[src/rtl/ddr_bitstream_fetch.sv]
// Fetches a linear run of 32-bit words from a DDR controller local port and streams them out.
// Optional build macro BS_FETCH_BYTE_SWAP_EN byte-reverses each output word.
module ddr_bitstream_fetch #(
  parameter int unsigned BURST_LEN  = 2,
  parameter int unsigned FIFO_DEPTH = 16,
  parameter int unsigned ADDR_W     = 23
) (
  input  logic              phy_clk,
  input  logic              reset_phy_clk_n,
  input  logic              local_init_done,
  input  logic              start,
  input  logic [ADDR_W-1:0] base_addr,
  input  logic [ADDR_W-1:0] word_count,
  input  logic              local_ready,
  output logic              local_read_req,
  output logic              local_burstbegin,
  output logic [ADDR_W-1:0] local_address,
  output logic [2:0]        local_size,
  input  logic [31:0]       local_rdata,
  input  logic              local_rdata_valid,
  output logic [31:0]       bs_data,
  output logic              bs_valid,
  input  logic              bs_ready,
  output logic              busy,
  output logic              done
);

  localparam int unsigned PW = $clog2(FIFO_DEPTH);
  localparam int unsigned CW = PW + 1;
  localparam int unsigned SW = CW + 2;

  typedef enum logic [1:0] {StIdle, StWaitInit, StIssue, StDrain} state_e;

  state_e            state_q;
  logic [ADDR_W-1:0] addr_q, rem_q;
  logic [CW-1:0]     pend_q, cnt_q;
  logic [PW-1:0]     wr_ptr_q, rd_ptr_q;
  logic [31:0]       mem_q [FIFO_DEPTH];

  logic              accept, beat_ok, pop, push, credit_ok, issue;
  logic [ADDR_W-1:0] rem_n, addr_n;
  logic [CW-1:0]     pend_n, cnt_n;
  logic [2:0]        size_n;
  logic [31:0]       fifo_word;

  always_comb begin
    accept  = local_read_req & local_ready;
    // Beats with nothing outstanding are leftovers from an abandoned fetch.
    beat_ok = local_rdata_valid & (pend_q != '0);
    pop     = bs_valid & bs_ready;
    push    = beat_ok & ((cnt_q != CW'(FIFO_DEPTH)) | pop);
    rem_n   = accept ? rem_q - ADDR_W'(local_size) : rem_q;
    addr_n  = accept ? addr_q + ADDR_W'(local_size) : addr_q;
    pend_n  = pend_q + (accept ? CW'(local_size) : '0) - CW'(beat_ok);
    cnt_n   = cnt_q + CW'(push) - CW'(pop);
    size_n  = (rem_n < ADDR_W'(BURST_LEN)) ? rem_n[2:0] : 3'(BURST_LEN);
    // Credit is judged on post-edge occupancy so a new burst can follow an acceptance directly.
    credit_ok = (SW'(cnt_n) + SW'(pend_n) + SW'(size_n)) <= SW'(FIFO_DEPTH);
    issue     = (state_q == StIssue) & (~local_read_req | accept) & (rem_n != '0) & credit_ok;
  end

  always_ff @(posedge phy_clk) begin
    if (!reset_phy_clk_n) begin
      state_q          <= StIdle;
      addr_q           <= '0;
      rem_q            <= '0;
      pend_q           <= '0;
      cnt_q            <= '0;
      wr_ptr_q         <= '0;
      rd_ptr_q         <= '0;
      local_read_req   <= 1'b0;
      local_burstbegin <= 1'b0;
      local_address    <= '0;
      local_size       <= '0;
      done             <= 1'b0;
    end else begin
      done     <= 1'b0;
      cnt_q    <= cnt_n;
      pend_q   <= pend_n;
      addr_q   <= addr_n;
      rem_q    <= rem_n;
      if (push) wr_ptr_q <= wr_ptr_q + 1'b1;
      if (pop)  rd_ptr_q <= rd_ptr_q + 1'b1;

      if (issue) begin
        local_read_req   <= 1'b1;
        local_burstbegin <= 1'b1;
        local_address    <= addr_n;
        local_size       <= size_n;
      end else if (accept) begin
        local_read_req   <= 1'b0;
        local_burstbegin <= 1'b0;
      end

      unique case (state_q)
        StIdle: begin
          if (start) begin
            if (word_count == '0) begin
              done <= 1'b1;
            end else begin
              addr_q  <= base_addr;
              rem_q   <= word_count;
              state_q <= StWaitInit;
            end
          end
        end
        StWaitInit: if (local_init_done) state_q <= StIssue;
        StIssue:    if (accept && (rem_n == '0)) state_q <= StDrain;
        StDrain: begin
          if ((pend_n == '0) && (cnt_n == '0)) begin
            state_q <= StIdle;
            done    <= 1'b1;
          end
        end
        default: state_q <= StIdle;
      endcase
    end
  end

  // Storage needs no reset; occupancy gates everything visible.
  always_ff @(posedge phy_clk) begin
    if (push) mem_q[wr_ptr_q] <= local_rdata;
  end

  assign fifo_word = mem_q[rd_ptr_q];
  assign bs_valid  = (cnt_q != '0);
  assign busy      = (state_q != StIdle);

`ifdef BS_FETCH_BYTE_SWAP_EN
  assign bs_data = bs_valid ? {fifo_word[7:0], fifo_word[15:8], fifo_word[23:16], fifo_word[31:24]}
                            : 32'h0;
`else
  assign bs_data = bs_valid ? fifo_word : 32'h0;
`endif

endmodule

[config.mk]
export PLATFORM = sky130hd
export DESIGN_NAME = ddr_bitstream_fetch
export DESIGN_NICKNAME = d
export VERILOG_FILES = /design/src/rtl/ddr_bitstream_fetch.sv
export SDC_FILE = /design/constraint.sdc
export NUM_CORES = 1
export LEC_CHECK = 0
export BUFFER_PORTS_ARGS = -buffer_cell sky130_fd_sc_hd__buf_2
export CAP_MARGIN = 20
export CORE_MARGIN = 3
export CORE_UTILIZATION = 61
export CTS_CLUSTER_SIZE = 20
export DETAILED_ROUTE_END_ITERATION = 16
export MAX_ROUTING_LAYER = met4
export PLACE_DENSITY = 0.8
export SETUP_SLACK_MARGIN = 0.1
export SLEW_MARGIN = 25
export SYNTH_ARGS = -nofsm -noshare
export SYNTH_HDL_FRONTEND = slang
export SYNTH_SLANG_ARGS = --single-unit
[constraint.sdc]
create_clock -name phy_clk -period 7.8 [get_ports phy_clk]
set_input_delay 0.78 -clock phy_clk [delete_from_list [all_inputs] [get_ports phy_clk]]
set_output_delay 0.78 -clock phy_clk [all_outputs]
set_load 0.05 [all_outputs]
After elaboration in Yosys (flattened, before gate mapping)
Memories as Yosys holds them, arrays and structs flattened. A register that Yosys moved wholly into a read port is not among the register bits.
Index checks and enable logic that the tools add are counted.
- output and inout port bits: 63
- input port bits: 85
- flip-flop bits (word level): 94
- memory bits (writable): 512
- memories: 1
- word-level logic and storage cells: 83
- reductions and logical operators: 13
- bitwise logic cells: 10
- magnitude comparators: 2
- add/sub/neg operators: 10
- mux-type cells: 27
- equality and inequality tests: 9
- memory list (name ; words ; bits a word ; rd ports ; clocked after Yosys merged registers in ; wr ports ; RTL line ; source):
    mem_q ; 16 ; 32 ; 1 ; 1 ; 1 ; 38 ; logic [31:0] mem_q [FIFO_DEPTH];
- operator list (kind ; number):
    $mux 23 ; 8
    $logic_not 23->1 ; 2
    $mux 32 ; 1
    $add 23x3->23 ; 1
    $lt 23x2->1 const B ; 1
    $reduce_bool 23->1 ; 1
    $sub 23x3->23 ; 1
    $logic_not 5->1 ; 2
    $mux 2 ; 5
    $reduce_bool 5->1 ; 2
    $sub 5x1->5 ; 2
    $add 4x1->4 const B ; 2
    $mux 4 ; 2
    $ne 2x2->1 const B ; 4
    $pmux 2 s4 ; 1
    $add 6x3->7 ; 1
    $and 1x1->1 ; 7
    $le 7x5->1 const B ; 1
    $mux 1 ; 7
    $add 5x5->6 ; 1
    $mux 3 ; 2
    $add 5x1->5 ; 1
    $add 5x3->5 ; 1
    $ne 5x5->1 const B ; 1
    10 further kinds ; 14

Longest topological paths before layout
- depth in word-level cells: 11
- mapped depth: 22
- depth with buffers taken out: 21

Worst setup path before layout
Ideal clock, no wire load.
- kind: flip-flop to flip-flop
- start: reg local_size[1]
- end: reg local_address[0]
- period minus slack after synthesis: 5752 ps
- stages on the path, launching flop included: 21
- path slack: 2048 ps
- setup time: 120 ps
- required time: 7680 ps
- path buffers: 2
- data arrival time: 5632 ps
- cells stage by stage: dfxtp_1 inv_1 ha_1 nor2b_1 o21a_1 clkbuf_1 nor3_1 or4_1 a211o_1 or3_2 fa_1 ha_1 fa_1 xor2_1 a2111oi_0 o21bai_1 a31oi_1 o21a_1 o41ai_4 buf_6 mux2i_1
- word-level cells in the longest chain between the ends: 7
- elaborated cells between the ends (all ways): 13
- those cells by class: add/sub: 5; order compare: 2; mux: 3; bitwise: 2; reduce/logical: 1
- ends and longest elaborated chain (item ; RTL line ; source):
    from (decl) ; 18 ; output logic [2:0] local_size,
    from (signal assigned) ; 89 ; local_size <= size_n;
    $sub 23x3->23 (*) ; 52 ; rem_n = accept ? rem_q - ADDR_W'(local_size) : rem_q;
    $mux 23 (*) ; 52 ;
    $lt 23x2->1 ; 56 ; size_n = (rem_n < ADDR_W'(BURST_LEN)) ? rem_n[2:0] : 3'(BURST_LEN);
    $mux 3 (*) ; 56 ;
    via size_n[1] ; 43 ; logic [2:0] size_n;
    $add 6x3->7 (*) ; 58 ; credit_ok = (SW'(cnt_n) + SW'(pend_n) + SW'(size_n)) <= SW'(FIFO_DEPTH);
    $le 7x5->1 (*) ; 58 ;
    $and 1x1->1 (*) ; 59 ; issue = (state_q == StIssue) & (~local_read_req | accept) & (rem_n != '0) & credit_ok;
    to (signal assigned) ; 88 ; local_address <= addr_n;
    to (decl) ; 17 ; output logic [ADDR_W-1:0] local_address,
The timed path passes the listed nets; every way through them passes the cells marked *.
A chain may end at the register's enable or synchronous reset.

Worst setup path in the final report
- start: reg local_size[0]
- end: reg local_address[16]
Same word-level chain as after synthesis.

==> results.md <==
* Status: completed
* Async SR Flop Fraction at 0%
* Max-cap violations at 0
* DR pass1 iterations at 5
* Mapped Cells at 1422
* Relative slew slack at 32.0%
* Drt wl/cell at about 28 um
* Worst hold path stage count at 3
* Area leader, netlist: edfxtp_1
* H-tree depth at 2
* Sum Neg Setup Slack at 0 ps
* CTS root buf: clkbuf_16
* Post-synthesis sequential area ratio at 68.6%
* Die Area at between 40000 and 50000 um2
* R2R depth at 19
* Hold Fails Final Rpt at 0
* Yosys Warn Count at 0
* First-pass GRT wire length at ~90 mm
* Post-CTS Setup Inserts at 0
* CTS clk-pin slew, worst paths at around 60 ps
* Fillers at approximately 2400
* Slowest CP cell: or4_1
* CP dominant cell by count: fa_1
* Reg2Reg Setup Slack at 1430 ps
* Synthesized area per cell at around 18 um2
* CP startpoint kind: register
* CTS tree: built
* Metal-1 WL at 23.0 mm
* Post-Syn Area at 25300 um2
* Flop and latch count out of synthesis at 610
* Top layer in use: met4
* Initial antenna violation count at 2
* Clk sinks at 610
* Drc violations at 0
* Largest net degree at the start of global routing at 100
* I/O Buffers at between 100 and 150
* Post-synth EDFFs at ~510
* Total GRT Usage at ~29%
* Synth top area share at around three fifths
* Wire length on met2 at around 31 mm
* Worst hold start: base_addr[16]
* Slew Viols, Final at 0
* Commonest cells after routing, fill and taps aside: 512 x edfxtp_1, 160 x mux4_2, 147 x buf_2, 94 x dfxtp_1, 76 x nand2_1
* Total power at 10.3 mW
* Peak Freq at ~0.16 GHz
* Crit Path Class: register to register
* Syn_nets at approximately 1500
* Worst reg2reg startpoint: local_size[0]
* Area Growth Syn to Fin at 12.5%
* Die X at approximately 210 um
* Post-CTS Hold Fix Bufs at 0
* Lkg Pwr at between 9 and 10 nW
* Commonest non-fill, non-tap cell in the layout: edfxtp_1
* Share of cells above drive strength 1 at about 27%
* Hold path endpoint: addr_q[16]
* Maximum VDD drop at 0.333 mV
* Clock period minus worst slack at between 6000 and 7000 ps
* Vias in the first global route at approximately 15000
* RD Place Congestion at 0.881
* Kind of end point of the critical path: register
* Post-Route Skew at around 27 ps
* Worst-Margin Slew at slightly above 1000 ps
* Post-layout util at 70.4%
* 1st-iter DRT viols at approximately 1400
* Multi-input combinational cell area at about 7500 um2
* Top cells by area, synth: edfxtp_1 61%, mux4_2 14%, dfxtp_1 7.8%, mux2i_1 1.9%, ha_1 1.6%
* Final hold slack at 395 ps
* FF-to-FF End: local_address[16]
* Clock Tree Buf Depth at 3
* Crit-path cells: ha_1 > fa_1 > nand2b_1 > nand4_1 > nor2_1 > or4_1 > a211o_1 > or3_2 > fa_1 > ha_1 > fa_1 > xor2_1 > a2111oi_0 > o21bai_1 > a31oi_1 > o21a_1 > o41ai_4 > buf_4 > mux2i_1
* RSZ-0062 raised after global routing: false
* Unique masters post-synth at 65
* Vias per cell at 6.52
* Post-CTS Resized at 0
* Rows at 73
* Worst EP arrival at between 6000 and 7000 ps
* Hold Crit Class: input port to register
* Post-Route WL at 61.3 mm
* Sequential Area at 17300 um2
* Worst-path fanout max at 22
* # IOs at 148
* Most used DFF post-synth: edfxtp_1
* Initial Util at between 60% and 70%
* Post-DP HPWL at 31.9 mm
* Final period util at between 80% and 90%
* Final setup fails at 0
* Vias at approximately 14000
* Total CTS buffers at a little under 60
* Fin nets at ~1700
* Total grt overflow at 0
* Total core area at a little over 40000 um2
* Die height at between 200 and 250 um
* Clk_lat worst skew at around 630 ps
* Met3 Wirelength at between 5 and 6 mm
* Pwr Density at between 300 and 400 nW/um2
* CP startpoint: local_size[0]
* Routed Antenna Nets at 0
* Max incr delay on CP at approximately 560 ps
* Crit path required time at around 8300 ps
critical path: cells and delay by family (launching register included):
family / cells / cell delay (ps)
buf+inv: 1 / 270
compound gates: 6 / 1540
simple gates: 5 / 1810
xor+xnor: 1 / 180
fa+ha+maj: 5 / 1860
mux: 1 / 170
flops: 1 / 370
synth_stat cells (4+ instances only):
| master | instances |
|---|---|
| a311oi_1 | 6 |
| a21oi_1 | 13 |
| a211oi_1 | 13 |
| mux4_2 | 160 |
| clkbuf_8 | 6 |
| nand3_1 | 14 |
| fa_1 | 8 |
| ha_1 | 33 |
| dfxtp_1 | 98 |
| or4_1 | 7 |
| and2_1 | 56 |
| inv_1 | 35 |
| nand3b_1 | 6 |
| and3_1 | 10 |
| nor4_1 | 14 |
| clkbuf_1 | 41 |
| o31ai_1 | 7 |
| xnor2_1 | 25 |
| buf_1 | 15 |
| and4_1 | 5 |
| nand4_1 | 11 |
| nand2_1 | 76 |
| edfxtp_1 | 512 |
| nand2b_1 | 8 |
| nor3_1 | 18 |
| o21ai_0 | 17 |
| mux2i_1 | 48 |
| or3_1 | 6 |
| nor2_1 | 65 |
| a21o_1 | 5 |
| xor2_1 | 23 |
| nor2b_1 | 4 |
registers in the layout, indices dropped and copies added, names as in the netlist, named ones only:
| name | count |
|---|---|
| rem_q | 23 |
| done | 1 |
| pend_q | 5 |
| wr_ptr_q | 4 |
| rd_ptr_q | 4 |
| cnt_q | 5 |
| state_q | 2 |
| addr_q | 23 |
| mem_q | 512 |
| local_size | 3 |
| local_address | 23 |
| local_burstbegin | 1 |
cells by family (layout without fill, tap and decap cells):
kind of cell | Yosys count | after routing | share of synthesized area (%)
multiplexers | 208 | 208 | 16.2
XOR/XNOR | 48 | 48 | 1.66
adder cells (fa/ha/maj) | 41 | 41 | 2.27
other | 1 | 3 | 0.0148
AO/OA/AOI/OAI | 95 | 95 | 2.77
flip-flops | 610 | 610 | 68.6
buffers and inverters | 102 | 317 | 1.86
AND/OR/NAND/NOR | 317 | 317 | 6.67
worst max path at each step:
stage | to | slack [ps]
6_report | local_address[16] | 1430
5_1_grt | local_address[16] | 1230
4_1_cts | local_address[16] | 1560
3_5_place_dp | local_address[16] | 1440
3_3_place_gp | local_address[15] | 1660
2_1_floorplan | local_address[0] | 2050
per-layer routing:
metal | vias to the layer above | GRT usage, %
met2 | 763 | 46.9
met1 | 7181 | 37.3
li1 | 6001 | -
met4 | 0 | 10.1
met3 | 163 | 5.81
met5 | - | -
final cells by class:
type | instances | share of cell area, %
repair buffers | 172 | 3.29
flip-flops and latches | 610 | 61.0
clock buffers | 73 | 5.41
inverters | 36 | 0.475
diodes | 2 | 0.0176
multi-input cells | 710 | 26.3
clock inverters | 36 | 1.17
well taps | 525 | 2.31
stage by stage:
stage	cells	setup slack (ps)	instance area, um2
floorplan	1422	2050	25300
CTS	2162	1560	28400
detailed placement	2053	1440	26600
global route	2164	1230	28400
global placement	2053	1660	26600
finish	2164	1430	28400
power by group:
group | total (mW) | internal (mW) | switching (mW)
clock | 2.77 | 1.57 | 1.21
combinational | 3.54 | 1.40 | 2.14
sequential | 3.99 | 3.77 | 0.217
Note: power is estimated with default switching activity, not from simulation.
